File: src/rtl/rpn_pkg.sv
// Shared definitions for the RPN engine: default width, opcodes and FSM states.
package rpn_pkg;

  localparam int W_DEFAULT = 16;

  localparam logic [1:0] OP_ADD = 2'b00;
  localparam logic [1:0] OP_SUB = 2'b01;
  localparam logic [1:0] OP_MUL = 2'b10;
  localparam logic [1:0] OP_OUT = 2'b11;

  typedef enum logic [2:0] {
    IDLE,
    PUSH_OP,
    POP_B,
    WAIT_B,
    POP_A,
    WAIT_A,
    PUSH_R
  } state_t;

endpackage

File: src/rtl/rpn_alu.sv
// Combinational ALU for the RPN engine; results wrap modulo 2^W.
module rpn_alu
  import rpn_pkg::*;
#(
  parameter int W = W_DEFAULT
) (
  input  logic [W-1:0] i_a,
  input  logic [W-1:0] i_b,
  input  logic [1:0]   i_op,
  output logic [W-1:0] o_res
);

  always_comb begin
    o_res = i_b;
    case (i_op)
      OP_ADD:  o_res = i_a + i_b;
      OP_SUB:  o_res = i_a - i_b;
      OP_MUL:  o_res = i_a * i_b;
      default: o_res = i_b;
    endcase
  end

endmodule

File: src/rtl/rpn_engine.sv
// RPN token sequencer driving an external stack through a push/pop handshake.
module rpn_engine
  import rpn_pkg::*;
#(
  parameter int W = W_DEFAULT
) (
  input  logic         clk,
  input  logic         reset,
  input  logic         tok_valid,
  output logic         tok_ready,
  input  logic         tok_is_op,
  input  logic [W-1:0] tok_data,
  output logic         res_valid,
  output logic [W-1:0] res_data,
  output logic         err,
  output logic         stk_push,
  output logic         stk_pop,
  output logic [W-1:0] stk_din,
  input  logic [W-1:0] stk_dout,
  input  logic         stk_full,
  input  logic         stk_empty
);

  state_t       r_state;
  logic [1:0]   r_op;
  logic [W-1:0] r_operand;
  logic [W-1:0] r_a;
  logic [W-1:0] r_b;
  logic [W-1:0] r_res_data;
  logic         r_err;

  logic [W-1:0] w_alu_res;
  logic         w_in_push_r;
  logic         w_out_now;

  rpn_alu #(.W(W)) u_alu (
    .i_a   (r_a),
    .i_b   (r_b),
    .i_op  (r_op),
    .o_res (w_alu_res)
  );

  // Stack strobes are decoded from the registered state so the stack sees
  // them in the state cycle itself; stk_dout is only valid during WAIT_*.
  assign w_in_push_r = (r_state == PUSH_R);
  assign w_out_now   = (r_state == WAIT_B) && (r_op == OP_OUT);

  assign tok_ready = (r_state == IDLE);
  assign stk_push  = ((r_state == PUSH_OP) && !stk_full) || w_in_push_r;
  assign stk_pop   = ((r_state == POP_B) || (r_state == POP_A)) && !stk_empty;
  assign stk_din   = w_in_push_r ? w_alu_res : r_operand;
  assign res_valid = w_in_push_r || w_out_now;
  assign res_data  = w_in_push_r ? w_alu_res : (w_out_now ? stk_dout : r_res_data);
  assign err       = r_err;

  always_ff @(posedge clk or negedge reset) begin
    if (!reset) begin
      r_state    <= IDLE;
      r_op       <= OP_ADD;
      r_operand  <= '0;
      r_a        <= '0;
      r_b        <= '0;
      r_res_data <= '0;
      r_err      <= 1'b0;
    end else begin
      case (r_state)
        IDLE: begin
          if (tok_valid) begin
            if (tok_is_op) begin
              r_op    <= tok_data[1:0];
              r_state <= POP_B;
            end else begin
              r_operand <= tok_data;
              r_state   <= PUSH_OP;
            end
          end
        end
        PUSH_OP: begin
          if (stk_full) r_err <= 1'b1;
          r_state <= IDLE;
        end
        POP_B: begin
          if (stk_empty) begin
            r_err   <= 1'b1;
            r_state <= IDLE;
          end else begin
            r_state <= WAIT_B;
          end
        end
        WAIT_B: begin
          r_b <= stk_dout;
          if (r_op == OP_OUT) begin
            r_res_data <= stk_dout;
            r_state    <= IDLE;
          end else begin
            r_state <= POP_A;
          end
        end
        POP_A: begin
          // A missing A operand drops the already-popped B on the floor.
          if (stk_empty) begin
            r_err   <= 1'b1;
            r_state <= IDLE;
          end else begin
            r_state <= WAIT_A;
          end
        end
        WAIT_A: begin
          r_a     <= stk_dout;
          r_state <= PUSH_R;
        end
        PUSH_R: begin
          r_res_data <= w_alu_res;
          r_state    <= IDLE;
        end
        default: r_state <= IDLE;
      endcase
    end
  end

endmodule

File: config.mk
export PLATFORM = sky130hd
export DESIGN_NAME = rpn_engine
export DESIGN_NICKNAME = d
export VERILOG_FILES = /design/src/rtl/rpn_pkg.sv /design/src/rtl/rpn_alu.sv /design/src/rtl/rpn_engine.sv
export SDC_FILE = /design/constraint.sdc
export NUM_CORES = 1
export LEC_CHECK = 0
export CAP_MARGIN = 0
export CELL_PAD_IN_SITES_DETAIL_PLACEMENT = 0
export CELL_PAD_IN_SITES_GLOBAL_PLACEMENT = 1
export CORE_ASPECT_RATIO = 0.75
export CORE_MARGIN = 2
export CORE_UTILIZATION = 25
export CTS_BUF_LIST = sky130_fd_sc_hd__clkbuf_8
export DETAILED_ROUTE_END_ITERATION = 12
export PLACE_DENSITY_LB_ADDON = 0.1
export SLEW_MARGIN = 20
export SYNTH_ARGS = -nofsm -noshare
export SYNTH_HDL_FRONTEND = slang
export SYNTH_HIERARCHICAL = 1
export SYNTH_SLANG_ARGS = --single-unit
File: constraint.sdc
create_clock -name clk -period 10.9 [get_ports clk]
set_input_delay 3.27 -clock clk [delete_from_list [all_inputs] [get_ports clk]]
set_output_delay 3.27 -clock clk [all_outputs]
set_load 0.02 [all_outputs]
==> impl_metrics.tcl <==
set metrics [dict create \
    yosysSeqAreaShare_pct 20.3 \
    cts_num_sinks 70 \
    start_util_pct 25.5 \
    synth_edf_count 0 \
    drv_slew 0 \
    worst_ep_arrival_time_ps 7170 \
    cts_htree_levels 3 \
    fmax_ghz 0.0958 \
    highest_layer "met4" \
    die_w_um 218 \
    row_count 58 \
    cts_root_buf "clkbuf_8" \
    status "finished clean" \
    wl_met1_mm 16.7 \
    postCtsHoldBufs 0 \
    synth_fa_ha_area_share_pct 28.4 \
    ios 75 \
    synth-seq-cells 70 \
    holdPathStages 1 \
    n_antenna_cell 0 \
    wl_per_cell_um 21.1 \
    dieArea_um2 35900 \
    worst_pin_slew_ps 1020 \
    cts_buffer_depth 2 \
    ant_nets 0 \
    post_cts_resized 0 \
    synthesis.nets 1088 \
    hp-class "reg2reg" \
    start_kind "flip-flop" \
    ys_types 64 \
    avgSynthCellArea_um2 9.53 \
    track_usage_pct 17.1 \
    overflow 0 \
    vias_per_cell 4.64 \
    cts_setup_buffers 0 \
    routed_wl_mm 29.9 \
    final.setup.tns_ps 0 \
    die_h_um 165 \
    fin_nets 1145 \
    gp_congestion 0.742 \
    period_minus_slack_ps 10440 \
    maxCapViolations 0 \
    endpoint_kind "output port" \
    syn_inst 903 \
    dr_wl_met3_mm 1.16 \
    synth_compound_area_share_pct 10.8 \
    cts_tree "yes" \
    path_class "reg2out" \
    skew_ps 6.03 \
    worstSkewPairLatency_ps 390 \
    met2_length_mm 11.9 \
    cp.required_ps 7630 \
    drive_above_1_share_pct 12.0 \
    route.detailed.drc 0 \
    synth_xor_area_share_pct 6.77 \
    io_buffers 74 \
    cts_buffers 9 \
    synth_top_family_by_area "adder cells" \
    core_um2 33700 \
    ys.flop_type "dfrtp_1" \
    cp_max_fo 14 \
    syn_to_final_growth_pct 16.4 \
    grt_pass1_vias 6754 \
    grt_pass1_wl_mm 44.9 \
    clk_pin_slew_ps 80 \
    rr_worst_depth 20 \
    antenna_found_initial 1 \
    maxSlewHeadroom_pct 31.7 \
    drtIter0Drc 385 \
    grt_max_degree 46 \
    vias 6563 \
    ys.warnings.count 6 \
    syn_area_um2 8610 \
    muxShareOfSynthArea_pct 9.88 \
    dp_hpwl_mm 23.3 \
    timing.final.crit_share_pct 95.8 \
    async_flop_share_pct 100 \
    finalHoldViolCount 0 \
    synth_simple_gate_area_share_pct 15.3 \
    dr.pass1.iters 5 \
    rsz0062_at_grt "no" \
    finalSetupViolCount 0 \
]
-- cells in the mapped netlist (all sizes together) (2+ instances only) --
| cell | count | area share, % |
|---|---|---|
| o21bai | 3 | 0.26 |
| nor3b | 2 | 0.17 |
| ha | 66 | 9.6 |
| mux2 | 66 | 9.1 |
| nand3 | 4 | 0.23 |
| nor2 | 33 | 1.4 |
| o21ai | 26 | 1.6 |
| a31oi | 3 | 0.22 |
| and3 | 3 | 0.22 |
| a41oi | 2 | 0.29 |
| a211oi | 3 | 0.26 |
| dfrtp | 70 | 20 |
| a21o | 5 | 0.44 |
| nor3 | 9 | 0.58 |
| a21oi | 22 | 1.3 |
| xor2 | 22 | 2.2 |
| mux2i | 7 | 0.81 |
| and2 | 79 | 5.7 |
| or2 | 2 | 0.15 |
| nor4b | 2 | 0.28 |
| and2b | 3 | 0.29 |
| inv | 126 | 5.5 |
| o211ai | 7 | 0.61 |
| nand2 | 90 | 4.0 |
| fa | 81 | 19 |
| or3 | 3 | 0.22 |
| o31ai | 5 | 0.44 |
| buf | 20 | 1.8 |
| o41ai | 2 | 0.20 |
| nand2b | 9 | 0.65 |
| a221o | 32 | 3.8 |
| o31a | 2 | 0.20 |
| nor2b | 6 | 0.52 |
| and3b | 3 | 0.32 |
| xnor2 | 42 | 4.3 |
| o21a | 6 | 0.52 |
| clkbuf | 25 | 1.1 |
-- worst max-delay path: stages, from the launching register on --
cell	delay, ps
dfrtp_1	700
and2_1	330
fa_1	500
inv_1	60
fa_1	420
fa_1	520
fa_1	570
inv_1	50
fa_1	470
inv_1	60
fa_1	500
inv_1	50
ha_1	330
and3_1	170
a211oi_1	360
a211oi_1	160
xnor2_1	180
o211ai_1	190
o21ai_1	140
and2_1	190
a221o_1	270
clkdlybuf4s50_1	560
-- metal layers --
metal / global-route usage [%] / vias to the layer above
li1: - / 3075
met1: 28.0 / 3362
met2: 23.5 / 117
met3: 2.85 / 9
met4: 2.04 / 0
met5: 0 / -
-- cells in the final DEF (no fill, tap or decap), types with 3 or more instances in the layout --
cell             Yosys  final
mux2_2              56     56
clkbuf_8             0     10
o21ai_0             14     14
xor2_1              22     22
nor3_1               8      8
nand2b_1             9      9
xnor2_1             42     42
o21a_1               6      6
a21oi_1             22     22
o31ai_1              5      5
nand3_1              4      4
clkdlybuf4s50_1      0     73
dfrtp_1             70     70
and3_1               3      3
a211oi_1             3      3
buf_4                1     18
nor2_1              33     32
o21bai_1             3      3
nand2_1             89     89
o211ai_1             7      7
fa_1                81     81
o21ai_1             11     11
and2_1              79     79
a31oi_1              3      3
inv_1              126    126
mux2i_1              7      7
or3_1                3      3
nor2b_1              5      5
mux2_4              10     10
ha_1                66     66
a21o_1               5      5
a221o_1             30     30
-- final cells by class --
type | count | area, um2
Timing Repair Buffer | 91 | 866
Fill cell | 3622 | 23700
Clock buffer | 10 | 138
Tap cell | 450 | 563
Multi-Input combinational cell | 662 | 6140
Inverter | 126 | 473
Sequential cell | 70 | 1750
Clock inverter | 6 | 92.6
-- final timing paths --
kind / from / endpoint / slack [ps]
min reg2reg: r_operand[4] / r_operand[4] / 510
max in group asynchronous: reset / r_operand[3] / 7110
min: r_operand[4] / r_operand[4] / 510
max reg2reg: r_a[4] / r_res_data[14] / 4580
min in group asynchronous: reset / r_res_data[8] / 2790
max: r_a[4] / res_data[14] / 460
-- state kept, by name (all words and copies together) (netlist names) --
signal      flops
r_op            2
r_res_data     16
r_b            16
r_state         3
r_a            16
r_operand      16
err             1
-- through the flow --
step	util [%]	cells	worst slack [ps]	hold slack (ps)	area [um2]
after global routing	29.7	1415	49.8	537	10000
final	29.7	1415	456	511	10000
after global placement	29.0	1399	782	487	9790
after floorplan	-	903	1950	474	8610
after CTS	29.7	1415	364	516	10000
after detailed placement	29.0	1399	814	496	9790
-- logic make-up after synthesis --
kind of cell	Yosys count
XOR/XNOR	65
AND/OR/NAND/NOR	253
multiplexers	73
adder cells (fa/ha/maj)	147
flip-flops	70
buffers and inverters	171
AO/OA/AOI/OAI	124
Power is not shown: default switching activity piles up to over one toggle a cycle in this logic, so the estimate is an artifact.
